**src/rtl/operand_fetch_if.sv**
```systemverilog
// Pipeline handshake bundle around the operand-fetch stage.
//   Upstream side  : in_valid/in_ready handshake carrying in_instr and in_pc.
//   Downstream side: out_valid/out_ready slot carrying pc, instr, resolved
//                    operands and destination register toward execute.
// The "slave" modport is the stage itself; "master" is its environment,
// which feeds instructions in and consumes the slot.
interface operand_fetch_if #(
  parameter int XLEN = 32
);
  logic            in_valid;
  logic            in_ready;
  logic [31:0]     in_instr;
  logic [XLEN-1:0] in_pc;

  logic            out_valid;
  logic            out_ready;
  logic [XLEN-1:0] out_pc;
  logic [31:0]     out_instr;
  logic [XLEN-1:0] out_rs1_val;
  logic [XLEN-1:0] out_rs2_val;
  logic [4:0]      out_rd;

  modport master (
    output in_valid, in_instr, in_pc, out_ready,
    input  in_ready, out_valid, out_pc, out_instr, out_rs1_val, out_rs2_val, out_rd
  );

  modport slave (
    input  in_valid, in_instr, in_pc, out_ready,
    output in_ready, out_valid, out_pc, out_instr, out_rs1_val, out_rs2_val, out_rd
  );
endinterface

```
**src/rtl/operand_fetch.sv**
```systemverilog
// Decode / operand-fetch stage feeding the integer execute stage.
//   clk, rstn    : clock, asynchronous active-low reset
//   flush        : synchronous kill of stage contents
//   bus (slave)  : in_* upstream handshake, out_* execute slot
//   rf_rs*_addr  : register-file read addresses (instr[19:15], instr[24:20])
//   rf_rs*_data  : register-file read data (pre-write value in a write cycle)
//   ex_*         : EX-stage destination info for forwarding / load-use interlock
//   wb_*         : register-file write port, bypassed into the operands
//   bubble_cnt   : saturating count of load-use bubbles inserted

// Per-source operand resolver: x0, then EX (younger), then WB, then RF.
module operand_fetch_fwd #(
  parameter int XLEN = 32
) (
  input  logic [4:0]      addr,
  input  logic [XLEN-1:0] rf_data,
  input  logic            ex_wen,
  input  logic [4:0]      ex_rd,
  input  logic [XLEN-1:0] ex_data,
  input  logic            ex_is_load,
  input  logic            wb_wen,
  input  logic [4:0]      wb_rd,
  input  logic [XLEN-1:0] wb_data,
  output logic [XLEN-1:0] val
);
  always_comb begin
    val = rf_data;
    if (addr == 5'd0)
      val = '0;
    else if (ex_wen && (ex_rd == addr) && !ex_is_load)
      val = ex_data;
    else if (wb_wen && (wb_rd == addr))
      // RF read is combinational but the write lands at the edge, so the
      // same-cycle write must be bypassed here.
      val = wb_data;
  end
endmodule

module operand_fetch #(
  parameter int XLEN  = 32,
  parameter int CNT_W = 16
) (
  input  logic             clk,
  input  logic             rstn,
  input  logic             flush,
  operand_fetch_if.slave   bus,
  output logic [4:0]       rf_rs1_addr,
  output logic [4:0]       rf_rs2_addr,
  input  logic [XLEN-1:0]  rf_rs1_data,
  input  logic [XLEN-1:0]  rf_rs2_data,
  input  logic             ex_wen,
  input  logic [4:0]       ex_rd,
  input  logic [XLEN-1:0]  ex_data,
  input  logic             ex_is_load,
  input  logic             wb_wen,
  input  logic [4:0]       wb_rd,
  input  logic [XLEN-1:0]  wb_data,
  output logic [CNT_W-1:0] bubble_cnt
);
  localparam int NSRC = 2;

  localparam logic [6:0] OPC_OP     = 7'b0110011;
  localparam logic [6:0] OPC_STORE  = 7'b0100011;
  localparam logic [6:0] OPC_BRANCH = 7'b1100011;
  localparam logic [6:0] OPC_OPIMM  = 7'b0010011;
  localparam logic [6:0] OPC_LOAD   = 7'b0000011;
  localparam logic [6:0] OPC_JALR   = 7'b1100111;
  localparam logic [6:0] OPC_LUI    = 7'b0110111;
  localparam logic [6:0] OPC_AUIPC  = 7'b0010111;
  localparam logic [6:0] OPC_JAL    = 7'b1101111;

  typedef struct packed {
    logic [XLEN-1:0] pc;
    logic [31:0]     instr;
    logic [XLEN-1:0] rs1_val;
    logic [XLEN-1:0] rs2_val;
    logic [4:0]      rd;
  } slot_t;

  // ---------------- decode ----------------
  logic [6:0]            opc;
  logic [NSRC-1:0]       src_used;
  logic                  writes_rd;
  logic [NSRC-1:0][4:0]  src_addr;
  logic [NSRC-1:0][XLEN-1:0] src_rf;
  logic [NSRC-1:0][XLEN-1:0] src_val;
  logic [NSRC-1:0]       src_luse;

  assign opc         = bus.in_instr[6:0];
  assign src_addr[0] = bus.in_instr[19:15];
  assign src_addr[1] = bus.in_instr[24:20];
  assign src_rf[0]   = rf_rs1_data;
  assign src_rf[1]   = rf_rs2_data;
  assign rf_rs1_addr = src_addr[0];
  assign rf_rs2_addr = src_addr[1];

  always_comb begin
    src_used  = '0;
    writes_rd = 1'b0;
    case (opc)
      OPC_OP:                src_used = 2'b11;
      OPC_STORE, OPC_BRANCH: src_used = 2'b11;
      OPC_OPIMM, OPC_LOAD,
      OPC_JALR:              src_used = 2'b01;
      default:               src_used = 2'b00;
    endcase
    case (opc)
      OPC_OP, OPC_OPIMM, OPC_LOAD, OPC_JALR,
      OPC_LUI, OPC_AUIPC, OPC_JAL: writes_rd = 1'b1;
      default:                     writes_rd = 1'b0;
    endcase
  end

  // ---------------- per-source resolve + load-use detect ----------------
  for (genvar s = 0; s < NSRC; s++) begin : g_src
    operand_fetch_fwd #(.XLEN(XLEN)) u_fwd (
      .addr       (src_addr[s]),
      .rf_data    (src_rf[s]),
      .ex_wen     (ex_wen),
      .ex_rd      (ex_rd),
      .ex_data    (ex_data),
      .ex_is_load (ex_is_load),
      .wb_wen     (wb_wen),
      .wb_rd      (wb_rd),
      .wb_data    (wb_data),
      .val        (src_val[s])
    );
    // Only sources the opcode actually reads can stall; loads to x0 never do.
    assign src_luse[s] = src_used[s] && (src_addr[s] == ex_rd);
  end

  logic hazard, hold;
  logic slot_vld;
  slot_t slot_q;

  assign hazard = bus.in_valid && ex_wen && ex_is_load && (ex_rd != 5'd0) && (|src_luse);
  assign hold   = slot_vld && !bus.out_ready;

  assign bus.in_ready = !flush && !hazard && !hold;

  // ---------------- slot register ----------------
  // Priority: flush > hold > hazard (bubble) > capture > drain.
  always_ff @(posedge clk or negedge rstn) begin
    if (!rstn) begin
      slot_vld   <= 1'b0;
      slot_q     <= '0;
      bubble_cnt <= '0;
    end else if (flush) begin
      slot_vld <= 1'b0;
    end else if (hold) begin
      slot_vld <= slot_vld;
    end else if (hazard) begin
      slot_vld <= 1'b0;
      if (bubble_cnt != {CNT_W{1'b1}})
        bubble_cnt <= bubble_cnt + CNT_W'(1);
    end else if (bus.in_valid) begin
      slot_vld       <= 1'b1;
      slot_q.pc      <= bus.in_pc;
      slot_q.instr   <= bus.in_instr;
      slot_q.rs1_val <= src_val[0];
      slot_q.rs2_val <= src_val[1];
      slot_q.rd      <= writes_rd ? bus.in_instr[11:7] : 5'd0;
    end else begin
      slot_vld <= 1'b0;
    end
  end

  assign bus.out_valid   = slot_vld;
  assign bus.out_pc      = slot_q.pc;
  assign bus.out_instr   = slot_q.instr;
  assign bus.out_rs1_val = slot_q.rs1_val;
  assign bus.out_rs2_val = slot_q.rs2_val;
  assign bus.out_rd      = slot_q.rd;
endmodule
```
**src/flat_wrapper.sv**
```systemverilog
// flat-port wrapper written by rule: the top's interface ports become plain ports
module operand_fetch_flat 
#(
  parameter int XLEN  = 32,
  parameter int CNT_W = 16
)
  (clk, rstn, flush, rf_rs1_addr, rf_rs2_addr, rf_rs1_data, rf_rs2_data, ex_wen, ex_rd, ex_data, ex_is_load, wb_wen, wb_rd, wb_data, bubble_cnt, bus_in_valid, bus_in_instr, bus_in_pc, bus_out_ready, bus_in_ready, bus_out_valid, bus_out_pc, bus_out_instr, bus_out_rs1_val, bus_out_rs2_val, bus_out_rd);
  operand_fetch_if #(.XLEN(XLEN)) bus_i ();
  input  logic clk;
  input  logic rstn;
  input  logic flush;
  output logic [4:0] rf_rs1_addr;
  output logic [4:0] rf_rs2_addr;
  input  logic [XLEN-1:0] rf_rs1_data;
  input  logic [XLEN-1:0] rf_rs2_data;
  input  logic ex_wen;
  input  logic [4:0] ex_rd;
  input  logic [XLEN-1:0] ex_data;
  input  logic ex_is_load;
  input  logic wb_wen;
  input  logic [4:0] wb_rd;
  input  logic [XLEN-1:0] wb_data;
  output logic [CNT_W-1:0] bubble_cnt;
  input wire logic [$bits(bus_i.in_valid)-1:0] bus_in_valid;
  input wire logic [$bits(bus_i.in_instr)-1:0] bus_in_instr;
  input wire logic [$bits(bus_i.in_pc)-1:0] bus_in_pc;
  input wire logic [$bits(bus_i.out_ready)-1:0] bus_out_ready;
  output wire logic [$bits(bus_i.in_ready)-1:0] bus_in_ready;
  output wire logic [$bits(bus_i.out_valid)-1:0] bus_out_valid;
  output wire logic [$bits(bus_i.out_pc)-1:0] bus_out_pc;
  output wire logic [$bits(bus_i.out_instr)-1:0] bus_out_instr;
  output wire logic [$bits(bus_i.out_rs1_val)-1:0] bus_out_rs1_val;
  output wire logic [$bits(bus_i.out_rs2_val)-1:0] bus_out_rs2_val;
  output wire logic [$bits(bus_i.out_rd)-1:0] bus_out_rd;
  assign bus_i.in_valid = bus_in_valid;
  assign bus_i.in_instr = bus_in_instr;
  assign bus_i.in_pc = bus_in_pc;
  assign bus_i.out_ready = bus_out_ready;
  assign bus_in_ready = bus_i.in_ready;
  assign bus_out_valid = bus_i.out_valid;
  assign bus_out_pc = bus_i.out_pc;
  assign bus_out_instr = bus_i.out_instr;
  assign bus_out_rs1_val = bus_i.out_rs1_val;
  assign bus_out_rs2_val = bus_i.out_rs2_val;
  assign bus_out_rd = bus_i.out_rd;
  operand_fetch #(.XLEN(XLEN), .CNT_W(CNT_W)) u_core (.clk(clk), .rstn(rstn), .flush(flush), .bus(bus_i), .rf_rs1_addr(rf_rs1_addr), .rf_rs2_addr(rf_rs2_addr), .rf_rs1_data(rf_rs1_data), .rf_rs2_data(rf_rs2_data), .ex_wen(ex_wen), .ex_rd(ex_rd), .ex_data(ex_data), .ex_is_load(ex_is_load), .wb_wen(wb_wen), .wb_rd(wb_rd), .wb_data(wb_data), .bubble_cnt(bubble_cnt));
endmodule
```
**config.mk**
```make
export PLATFORM = sky130hd
export DESIGN_NAME = operand_fetch_flat
export DESIGN_NICKNAME = d
export VERILOG_FILES = /design/src/rtl/operand_fetch_if.sv /design/src/rtl/operand_fetch.sv /design/src/flat_wrapper.sv
export SDC_FILE = /design/constraint.sdc
export NUM_CORES = 1
export LEC_CHECK = 0
export CORE_MARGIN = 5
export CORE_UTILIZATION = 41
export CTS_CLUSTER_DIAMETER = 40
export DETAILED_ROUTE_END_ITERATION = 12
export MAX_ROUTING_LAYER = met4
export PLACE_DENSITY = 0.88
export SYNTH_ARGS = -nofsm -noshare
export SYNTH_HDL_FRONTEND = slang
export SYNTH_SLANG_ARGS = --single-unit
```
**constraint.sdc**
```tcl
create_clock -name clk -period 2.7 [get_ports clk]
set_input_delay 0.405 -clock clk [delete_from_list [all_inputs] [get_ports clk]]
set_output_delay 0.405 -clock clk [all_outputs]
set_load 0.1 [all_outputs]
```
==> results.ini <==
[critical_path]
worstSetupPathType=in2out
cp-end-kind=output port
crit_family=buffers and inverters
worstPathMaxFanout=3
critPathRequiredTime_ns=2.30
slowest_stage=or4_1
cpPeakStageDelay_ns=0.55
critPathArrivalTime_ns=2.24
critPathLaunchType=input pin
worstPathCellList=clkdlybuf4s50_1 > or4_1 > nor2_1 > nor3_1 > buf_4 > a21oi_2 > buf_12
path_buf_inv=3

[synth]
ys_ff_latch=150
synthTopCellsByCount=150 x dfrtp_1, 113 x nand2_1, 82 x nor2_1
synth-main-ff-cell=dfrtp_1
ys_async_sr_fraction_pct=100
synth_top_cell_by_area=dfrtp_1
synthCells=735
syn-cell-area_um2=7680
synth.most_common_cell=dfrtp_1
ys_warn_count=0
yosysUniqueCellTypes=38
syn-num-nets=946
synth_area_leaders=dfrtp_1 49%, mux2_2 8.5%, nand2_1 5.5%
avgSynthCellArea_um2=10.4
yosysSeqAreaShare_pct=48.9
synth_top_area_share_pct=48.9
synth-edff-count=0

[sta]
rsz0062_at_grt=no
max_freq_ghz=0.379
tns_ns=0
min_period_ns=2.64
relSlewSlack_pct=65.3
period_share_pct=97.8
clock_skew_ns=0.0110
setup_viol=0
tightestPinTransition_ns=0.520
hold_viol_final=0
maxSlewViolCount=0

[drt]
wirelength_mm=28.5
wl_per_cell_um=21.0
vias=7367
antenna_left=0
first_iter_violations=347
drc=0
drt_pass1_iterations=4
routed_via_density=5.43

[placement]
hpwl_mm=21.5
gp_congestion=0.915
io_buffer_count=370

[global_routing]
grt_antenna_before_repair=0
grt_pass1_vias=7985
grtUsageTotal_pct=26.8
grt_max_degree=98
grt_pass1_wl_mm=44.3
overflow=0

[pwr]
power.density_nw_per_um2=762
ir_drop_mv=0.571
power.total_w=0.00929
power_leakage_nw=5.98

[min_path]
holdCritPathClass=reg2reg

[cts]
cts_setup_buffers=0
cts_buffers=17
cts_tree=built
cts_buffer_depth=2
clk_latency_ns=0.42
root_buffer=clkbuf_16
clkTransAtPathRegs_ns=0.07
cts_max_level=4
cts_sinks=150

[layout]
num_antenna_cells=0
drive_gt1_share_pct=28.8
fin_nets=1320
syn2layout_area_growth_pct=58.8
fill_cells=1397

[flow_run]
cap_violations=0

[floorplanning]
start_util_pct=41.3
die_h_um=147
core-area_um2=18600
dieArea_um2=21600
die_x_um=147
io_pins=371
floorplan.rows=50

[run_status]
status=complete, no violations

-- worst reg2reg max path, stage by stage, from the launching register on --
cell and delay [ns]:
dfrtp_1 0.44, ha_1 0.26, and2_1 0.18, a41oi_1 0.28, nand3_1 0.10, buf_4 0.18
nor4_1 0.26, xor2_1 0.20
-- routing by layer --
layer  share of wire [%]  vias up  GRT usage, %
met2                  52      339          46.4
met3                 8.7       54          7.68
met5                   0        -             -
met4                 3.1        0          9.78
met1                  37     3603          29.4
li1                    -     3371             -
-- state kept, by name, indices dropped and copies added, names as in the netlist --
register,count
u_core.bus.out_instr,32
u_core.bus.out_pc,32
u_core.bus.out_rs1_val,32
u_core.bus.out_rs2_val,32
u_core.bubble_cnt,16
u_core.bus.out_rd,5
u_core.bus.out_valid,1
-- layout make-up --
type / instances / area (um^2) / area share [%]
Clock buffer: 17 / 425 / 3.49
Sequential cell: 150 / 3750 / 30.8
Clock inverter: 15 / 146 / 1.20
Multi-Input combinational cell: 512 / 3600 / 29.5
Inverter: 11 / 41.3 / 0.339
Timing Repair Buffer: 417 / 3930 / 32.3
Tap cell: 234 / 293 / 2.40
-- worst paths after layout --
| path | startpoint | to | slack [ns] | cells after the start |
|---|---|---|---|---|
| max | ex_rd[1] | bus_in_ready | 0.06 | 7 |
| min | u_core.bus.out_rd[1] | u_core.bus.out_rd[1] | 0.48 | 2 |
| max reg2reg | u_core.bubble_cnt[0] | u_core.bubble_cnt[14] | 0.72 | 7 |
| min reg2reg | u_core.bus.out_rd[1] | u_core.bus.out_rd[1] | 0.48 | 2 |
| max in group asynchronous | rstn | u_core.bubble_cnt[10] | 1.30 | 3 |
| min in group asynchronous | rstn | u_core.bus.out_rs2_val[4] | 0.53 | 2 |
-- kinds of logic (layout without fill, tap and decap cells) --
logic type	after synthesis	in the layout	share of synthesized area, %
adder cells (fa/ha/maj)	1	1	0.163
AO/OA/AOI/OAI	118	118	14.3
flip-flops	150	150	48.9
buffers and inverters	73	460	4.58
XOR/XNOR	32	32	3.65
AND/OR/NAND/NOR	271	271	15.7
multiplexers	90	90	12.7
-- per-stage QoR --
stage	hold slack (ns)	util, %	area [um^2]	setup slack [ns]	std cells
after global placement	0.363	62.5	11600	-0.136	1323
final	0.479	65.6	12200	0.0598	1356
after detailed placement	0.367	62.5	11600	-0.254	1323
after CTS	0.480	65.6	12200	0.0721	1356
after floorplan	0.109	-	7680	0.0458	735
after global routing	0.496	65.6	12200	0.0292	1356
-- timing repair --
action                                 in CTS  in global routing
resized for setup                           0                  0
endpoints found under the hold margin      44                  0
hold buffers                                1                  0
-- where the power goes --
| part | switching (W) | internal (W) | total [W] |
|---|---|---|---|
| Combinational | 0.00311 | 0.00107 | 0.00418 |
| Sequential | 0.000195 | 0.00257 | 0.00277 |
| Clock | 0.00104 | 0.00130 | 0.00233 |
| Total | 0.00435 | 0.00494 | 0.00929 |
-- cells in the final DEF (no fill, tap or decap), drive strengths merged, types with 12 or more instances in the layout --
master,n
a2111oi,32
a21o,33
and3,36
buf,208
clkbuf,17
clkdlybuf4s50,208
dfrtp,150
inv,17
mux2,58
mux2i,32
nand2,113
nand3,12
nor2,82
o41ai,32
xnor2,12
xor2,20
No activity file was read; power rests on OpenSTA's default activity.
